## config.mk

```make
export PLATFORM = sky130hd
export DESIGN_NAME = seg_display_driver
export DESIGN_NICKNAME = d
export VERILOG_FILES = /design/src/rtl/display_pkg.sv /design/src/rtl/bin2bcd_seq.sv /design/src/rtl/seg_display_driver.sv
export SDC_FILE = /design/constraint.sdc
export NUM_CORES = 1
export LEC_CHECK = 0
export BUFFER_PORTS_ARGS = -buffer_cell sky130_fd_sc_hd__buf_4
export CAP_MARGIN = 0
export CORE_ASPECT_RATIO = 0.6
export CORE_UTILIZATION = 60
export DETAILED_ROUTE_END_ITERATION = 8
export GPL_TIMING_DRIVEN = 0
export PLACE_DENSITY = 0.88
export SLEW_MARGIN = 0
export SYNTH_ARGS = -nofsm -noshare
export SYNTH_HDL_FRONTEND = slang
export SYNTH_SLANG_ARGS = --single-unit
```

## constraint.sdc

```tcl
create_clock -name clk -period 3.75 [get_ports clk]
set_input_delay 0.375 -clock clk [delete_from_list [all_inputs] [get_ports clk]]
set_output_delay 0.375 -clock clk [all_outputs]
set_load 0.005 [all_outputs]
```

## src/rtl/display_pkg.sv

```systemverilog
// Shared definitions for the seven-segment display driver.
//   conv_state_t : state encoding of the sequential binary-to-BCD engine
//   SEG_BLANK    : active-low segment pattern with every segment off
//   seg7_decode  : 4-bit BCD digit -> 7-bit active-low {g,f,e,d,c,b,a};
//                  codes above 9 decode to SEG_BLANK
package display_pkg;

  // The load step happens on the edge that leaves ST_IDLE, so it needs no
  // state of its own.
  typedef enum logic [1:0] {
    ST_IDLE,
    ST_SHIFT,
    ST_COMMIT
  } conv_state_t;

  localparam logic [6:0] SEG_BLANK = 7'h7F;

  function automatic logic [6:0] seg7_decode(input logic [3:0] digit);
    logic [6:0] segs;
    case (digit)
      4'd0:    segs = 7'b1000000;
      4'd1:    segs = 7'b1111001;
      4'd2:    segs = 7'b0100100;
      4'd3:    segs = 7'b0110000;
      4'd4:    segs = 7'b0011001;
      4'd5:    segs = 7'b0010010;
      4'd6:    segs = 7'b0000010;
      4'd7:    segs = 7'b1111000;
      4'd8:    segs = 7'b0000000;
      4'd9:    segs = 7'b0010000;
      default: segs = SEG_BLANK;
    endcase
    return segs;
  endfunction

endpackage

```

## src/rtl/bin2bcd_seq.sv

```systemverilog
// Sequential shift-add-3 (double dabble) converter, 12-bit binary -> 4 BCD digits.
//   clk   : system clock, rising edge
//   rst   : synchronous active-high reset; aborts any conversion in flight
//   start : accepted only while idle (busy low); loads bin on that edge
//   bin   : 12-bit binary operand
//   bcd   : committed result {thousands,hundreds,tens,units}, updated atomically
//   busy  : high from the load edge until the commit edge (13 cycles)
//   done  : one-cycle pulse following the commit edge
module bin2bcd_seq
  import display_pkg::*;
(
  input  logic        clk,
  input  logic        rst,
  input  logic        start,
  input  logic [11:0] bin,
  output logic [15:0] bcd,
  output logic        busy,
  output logic        done
);

  conv_state_t state;
  logic [27:0] shift_reg;
  logic [3:0]  bit_cnt;
  logic [27:0] adjusted;

  // Add 3 to every BCD nibble that is 5 or more before the next shift.
  always_comb begin
    adjusted = shift_reg;
    for (int unsigned i = 0; i < 4; i++) begin
      if (shift_reg[12 + 4*i +: 4] >= 4'd5)
        adjusted[12 + 4*i +: 4] = shift_reg[12 + 4*i +: 4] + 4'd3;
    end
  end

  always_ff @(posedge clk) begin
    if (rst) begin
      state     <= ST_IDLE;
      shift_reg <= '0;
      bit_cnt   <= '0;
      bcd       <= '0;
      busy      <= 1'b0;
      done      <= 1'b0;
    end else begin
      done <= 1'b0;
      case (state)
        ST_IDLE: begin
          if (start) begin
            shift_reg <= {16'h0000, bin};
            bit_cnt   <= 4'd11;
            busy      <= 1'b1;
            state     <= ST_SHIFT;
          end
        end
        ST_SHIFT: begin
          shift_reg <= {adjusted[26:0], 1'b0};
          if (bit_cnt == 4'd0)
            state <= ST_COMMIT;
          else
            bit_cnt <= bit_cnt - 4'd1;
        end
        ST_COMMIT: begin
          bcd   <= shift_reg[27:12];
          busy  <= 1'b0;
          done  <= 1'b1;
          state <= ST_IDLE;
        end
        default: state <= ST_IDLE;
      endcase
    end
  end

endmodule

```

## src/rtl/seg_display_driver.sv

```systemverilog
// Output end of the keypad-adder datapath: converts the 12-bit sum to BCD and
// drives a 4-digit multiplexed common-anode 7-segment display.
//   clk   : system clock, rising edge
//   rst   : synchronous active-high reset
//   value : binary value to display
//   an    : digit enables, active-low one-hot, an[0] = units
//   seg   : segments {g,f,e,d,c,b,a}, active-low
//   dp    : decimal point, active-low, held off
//   bcd   : committed BCD digits {thousands,hundreds,tens,units}
//   busy  : conversion in progress
// Parameters: REFRESH_DIV (cycles each digit is lit, >=2), NDIG (fixed at 4).
// Build option: define LEADING_ZERO_BLANK_EN to blank zeros above the most
// significant nonzero digit (units digit is always shown).
module seg_display_driver
  import display_pkg::*;
#(
  parameter int unsigned REFRESH_DIV = 50000,
  parameter int unsigned NDIG        = 4
) (
  input  logic        clk,
  input  logic        rst,
  input  logic [11:0] value,
  output logic [3:0]  an,
  output logic [6:0]  seg,
  output logic        dp,
  output logic [15:0] bcd,
  output logic        busy
);

  localparam int unsigned CW = (REFRESH_DIV > 1) ? $clog2(REFRESH_DIV) : 1;

  logic [11:0]   shown_val;
  logic          start;
  logic          conv_done_unused;
  logic [CW-1:0] refresh_cnt;
  logic [1:0]    dig_idx;
  logic [3:0]    cur_nibble;
  logic [6:0]    digit_seg;

  // No strobe: any difference from the last accepted value restarts the
  // engine once it is idle, so the latest value is always converted last.
  assign start = !busy && (value != shown_val);

  always_ff @(posedge clk) begin
    if (rst)
      shown_val <= '0;
    else if (start)
      shown_val <= value;
  end

  bin2bcd_seq u_conv (
    .clk   (clk),
    .rst   (rst),
    .start (start),
    .bin   (value),
    .bcd   (bcd),
    .busy  (busy),
    .done  (conv_done_unused)
  );

  assign cur_nibble = bcd[{dig_idx, 2'b00} +: 4];

  always_comb begin
    digit_seg = seg7_decode(cur_nibble);
`ifdef LEADING_ZERO_BLANK_EN
    if (dig_idx != 2'd0 && (bcd >> {dig_idx, 2'b00}) == 16'h0000)
      digit_seg = SEG_BLANK;
`endif
  end

  // an and seg are registered together from the same index so the enable
  // and its pattern always change on the same edge.
  always_ff @(posedge clk) begin
    if (rst) begin
      refresh_cnt <= '0;
      dig_idx     <= '0;
      an          <= 4'b1111;
      seg         <= SEG_BLANK;
    end else begin
      if (refresh_cnt == CW'(REFRESH_DIV - 1)) begin
        refresh_cnt <= '0;
        dig_idx     <= (dig_idx == 2'(NDIG - 1)) ? 2'd0 : dig_idx + 2'd1;
      end else begin
        refresh_cnt <= refresh_cnt + 1'b1;
      end
      an  <= ~(4'b0001 << dig_idx);
      seg <= digit_seg;
    end
  end

  assign dp = 1'b1;

endmodule

```

# Word-level counts from Yosys, hierarchy flattened
# Memories as Yosys holds them, arrays and structs flattened. A register that Yosys moved wholly into a read port is not among the register bits.
# Cells that the tools add are included.
[op_classes] addsub=7 order_cmp=4 eq_ne=8 shift=2 mux=15 bitwise_logic=1 reduce_logical=11
[ops] op="case mux 28 bit (2 select lines)" n=1
[ops] op="two-way mux 28 bit" n=1
[ops] op="two-way mux 4 bit" n=5
[ops] op="adder 16 x 1 -> 16 bit, second input constant" n=1
[ops] op="equality test 16 bit, second input constant" n=1
[ops] op="greater-or-equal comparator 4 x 3 -> 1 bit, second input constant" n=4
[ops] op="indexed part select 16 x 5 -> 4 bit" n=1
[ops] op="adder 4 x 2 -> 4 bit, second input constant" n=3
[ops] op="inequality test 12 bit" n=1
[ops] op="case mux 4 bit (2 select lines)" n=1
[ops] op="two-way mux 2 bit" n=3
[ops] op="AND reduction 2 bit" n=3
[ops] op="equality test 2 bit, second input constant" n=2
[ops] op="zero test 4 bit" n=1
[ops] op="inequality test 2 bit, second input constant" n=2
[ops] op="NOT 4 bit" n=1
[ops] op="case mux 2 bit (2 select lines)" n=1
[ops] op="nonzero test 2 bit" n=2
[ops] op="left shift 1 x 2 -> 4 bit, first input constant" n=1
[ops] op="subtractor 4 x 1 -> 4 bit, second input constant" n=1
[ops] op="adder 3 x 2 -> 3 bit, second input constant" n=1
[ops] op="two-way mux 3 bit" n=1
[ops] op="AND reduction 3 bit" n=1
[ops] op="adder 2 x 1 -> 2 bit, second input constant" n=1
[ops] op="8 further kinds" n=8
[word_totals] regBits=85 mem_bits_ro=112 out_inout_bits=29 memories=1
[memory_table] memory="(no name shown)" words=16 word_bits=7 read_ports=1 rd_clocked_by_memory_dff=1 write_ports=0 line="display_pkg.sv:20" rtl="case (digit)"

# Logic depth before layout (Yosys ltp)
[logic_depth] ltp_word=4 ltp_mapped=7

# Modules after synthesis
# Synthesis repeated with hierarchy kept, for this count alone.
[hier_totals] hier_cells=524 hier_area_um2=4703.3
[modules_own_cells] mod="bin2bcd_seq" n_inst=1 cells_each=261 area_per_inst_um2=2401.1 seq_area_each_um2=1041.0
[modules_own_cells] mod="seg_display_driver" n_inst=1 cells_each=263 area_per_inst_um2=2302.2 seq_area_each_um2=820.8

# Worst setup path before layout
# OpenSTA, ideal clock, no wires.
[synth_path] path_type="reg-to-reg" startpoint="reg dig_idx[0]" endpoint="reg seg[0]" setup_ns=0.130 arrival_ns=1.622 setup_slack_ns=1.998 path_stages_with_launch=7 period_less_slack_ns=1.752 path_cell_list="dfxtp_1 > buf_2 > mux4_2 > buf_2 > o21a_1 > nor2_1 > o21ai_0"
[synth_via] elab_chain_len=1
[synth_lines] item="start: declaration" line="seg_display_driver.sv:36" rtl="logic [1:0] dig_idx;"
[synth_lines] item="start signal: assignment" line="seg_display_driver.sv:82" rtl="dig_idx <= (dig_idx == 2'(NDIG - 1)) ? 2'd0 : dig_idx + 2'd1;"
[synth_lines] item="indexed part select 16 x 5 -> 4 bit" line="seg_display_driver.sv:61" rtl="assign cur_nibble = bcd[{dig_idx, 2'b00} +: 4];"
[synth_lines] item="end: declaration" line="seg_display_driver.sv:24" rtl="output logic [6:0] seg,"
# Every way passes these cells.
# A chain may end at the register's enable or synchronous reset.

# Worst setup path in the final report
[layout_path] startpoint="reg shown_val[6]" endpoint="reg u_conv.shift_reg[9]"
[layout_via] elab_chain_len=4
[layout_lines] item="start: declaration" line="seg_display_driver.sv:32" rtl="logic [11:0] shown_val;"
[layout_lines] item="start signal: assignment" line="seg_display_driver.sv:48" rtl="shown_val <= value;"
[layout_lines] item="inequality test 12 bit" line="seg_display_driver.sv:42" rtl="assign start = !busy && (value != shown_val);"
[layout_lines] item="logical AND 1 bit" line="seg_display_driver.sv:42"
[layout_lines] item="inequality test 2 bit (no source line)"
[layout_lines] item="AND reduction 2 bit (no source line)"
[layout_lines] item="end signal: assignment" line="bin2bcd_seq.sv:48" rtl="shift_reg <= {16'h0000, bin};"
[layout_lines] item="end signal: assignment" line="bin2bcd_seq.sv:55" rtl="shift_reg <= {adjusted[26:0], 1'b0};"
[layout_lines] item="end: declaration" line="bin2bcd_seq.sv:22" rtl="logic [27:0] shift_reg;"
# Every way passes these cells.

==> run metrics <==
met3 wire length 644 microns; Final Setup Violations 0; largest net degree at the start of global routing 15; Die H 68.1 microns; Clock Tree Buf Depth 2; Max Fclk 0.481 GHz; CTS tree yes; register area 1840 sq um; CTS Sinks 92; Fillers 496; async set or reset register ratio after synthesis 0; gate count after technology mapping 481; IO Pins 43; Vias 3679; initial DRC count 331; diodes inserted 0; max reg flops 28; Syn Nets 515; routed wire length 10200 microns; outcome finished with violations; #FFs+latches synth 92; cts bufs inserted 9; Total Routing Usage GR 0.283; htree depth 3; Rel. slew slack 0.528; Hold Path Cell Cnt 3; pwr dens 461 nW/um^2; Final Max Slew Viols 0; reg-to-reg startpoint shown_val[6]; Post-route DRC 3; hold_sp value[9]; remaining antenna violation count 0; Max-Cap Viols 0; first-pass GRT wire length 16300 microns; initial antenna violation count 0; Ys Warns 0; CP Launch Type flop; GRT overflow 0; Sum Neg Setup Slack 0 ns; Final Hold Fails 0; Arr. time, crit path 2.30 ns; Synth cell types 43; clock latency on the worst-skew pair 0.35 ns; fin crit period 2.08 ns; drt wl/cell 16.4 microns; Setup Fix Bufs, Post-CTS 0; hold_buf cts 0; CTS root buf clkbuf_16; Peak VDD IR 0.316 mV; Core Footprint 6850 sq um; r2r worst-path depth 6; main flop type after synthesis dfxtp_1; Min-Delay Endpoint shown_val[9]; GPL Wtd Cong 0.840; initial core utilization 0.637; DR vias/cell 5.90; R2R setup slack 1.67 ns; RSZ-0062 raised after global routing no; metal2 WL 4750 microns; post-CTS sizing 0; failing checks DRC; Setup Crit Path Kind reg -> reg; Post-synth EDFFs 0; num rows 23; vias in the first global route 3396; Worst EP required 3.97 ns; Final HPWL DP 7360 microns; dpl cells 608; Worst-Margin Slew 0.708 ns; Critical R2R Capture u_conv.shift_reg[9]; post-route clock period utilization 0.555; total leakage power 1.98 nW; drt first pass iters 9; Final Core Density 0.740; Mapped Area 4360 sq um; port bufs 40; clk slew on worst S/H paths 0.06 ns; final setup skew 0.00893 ns; share of cells above drive strength 1 0.151; Nets 566; sequential area share after synthesis 0.422; critical path peak fanout 10; Top Layer Used met4; Layout area overhead 16.1%; non-filler instance count after layout 624; Mapped Avg Cell Area 9.07 sq um; Hold WC Path Type in -> reg; Die ar. 7630 sq um; die width 112 microns; CP Capture Type flop; area of the multi-input gates 2320 sq um; met1 wire length 4610 microns
cell usage in the layout (no fill, tap or decap), types with 14 or more instances in the layout:
master,synthesis,layout
dfxtp_1,92,92
nor2_1,65,65
nand2_1,42,42
buf_4,2,42
a21oi_1,33,33
mux2i_1,30,30
inv_1,22,22
xnor2_1,21,21
ha_1,20,20
clkbuf_1,16,18
nand2b_1,15,15
nand3_1,15,15
nor3_1,14,14
kinds of logic (layout without fill, tap and decap cells):
family	Yosys count	count (layout)	share of synthesized area
DFF	92	92	0.422
other	1	1	0.000860
muxes	43	43	0.113
buffers and inverters	47	103	0.0450
and+or+nand+nor	180	180	0.195
adders and majority gates	20	20	0.0574
AOI/OAI and AO/OA	67	67	0.0995
xor gates and xnor gates	31	31	0.0674
final cells by class:
type                            count  share of cell area
Tap cell                           87              0.0215
Inverter                           23              0.0170
Clock inverter                      4             0.00963
Timing Repair Buffer               40              0.0593
Multi-Input combinational cell    342               0.459
Buffer                             24              0.0217
Clock buffer                       12              0.0486
Sequential cell                    92               0.363
power breakdown:
group,leakage (nW),switching [mW],internal (mW),total (mW)
registers,0.751,0.0369,1.03,1.07
clock network,0.147,0.377,0.534,0.911
logic,1.08,0.207,0.150,0.357
metrics by stage:
stage          hold WS [ns]  instance area (sq um)  power, mW  setup WS, ns
3_5_place_dp          0.459                   4770       1.44          1.58
3_3_place_gp          0.443                   4770       1.42          1.65
2_1_floorplan         0.430                   4360       1.34          2.00
5_1_grt               0.318                   5070       2.41          1.58
4_1_cts               0.294                   5070       2.34          1.67
6_report              0.296                   5070       2.34          1.67
layer usage:
metal / GRT usage / up-vias
met5: 0 / -
met4: 0.120 / 0
met3: 0.0753 / 31
met2: 0.473 / 165
met1: 0.355 / 1743
li1: - / 1740
critical path, stage by stage, from the launching register on:
cell and delay (ns):
dfxtp_1 0.33, xnor2_1 0.22, nand4_1 0.25, o41ai_4 0.60, buf_6 0.25, mux2i_1 0.23
nor2_1 0.06
synth_stat cells, drive strengths merged, types with 6 or more instances:
library cell / n / area [sq um]
xor2: 7 / 61.3
o21ai: 8 / 40.0
a22oi: 9 / 67.6
dfxtp: 92 / 1840
nand3: 15 / 75.1
nand2b: 15 / 93.8
mux2: 9 / 101
a21oi: 33 / 165
inv: 22 / 82.6
nand4: 6 / 43.8
mux2i: 30 / 300
buf: 8 / 50.0
nand2: 42 / 158
nor2b: 9 / 56.3
clkbuf: 16 / 60.1
xnor2: 24 / 233
nor3: 14 / 70.1
nor2: 65 / 244
ha: 20 / 250
how the worst max path moves through the flow:
| stage | from | end | slack [ns] | depth (start not counted) |
|---|---|---|---|---|
| after floorplan | dig_idx[0] | seg[0] | 2.00 | 6 |
| after global placement | value[10] | u_conv.shift_reg[7] | 1.65 | 7 |
| after detailed placement | value[8] | u_conv.shift_reg[9] | 1.58 | 7 |
| after CTS | shown_val[8] | u_conv.shift_reg[9] | 1.67 | 6 |
| after global routing | shown_val[10] | u_conv.shift_reg[9] | 1.58 | 6 |
| final | shown_val[6] | u_conv.shift_reg[9] | 1.67 | 6 |
Note: power is estimated with default switching activity, not from simulation.
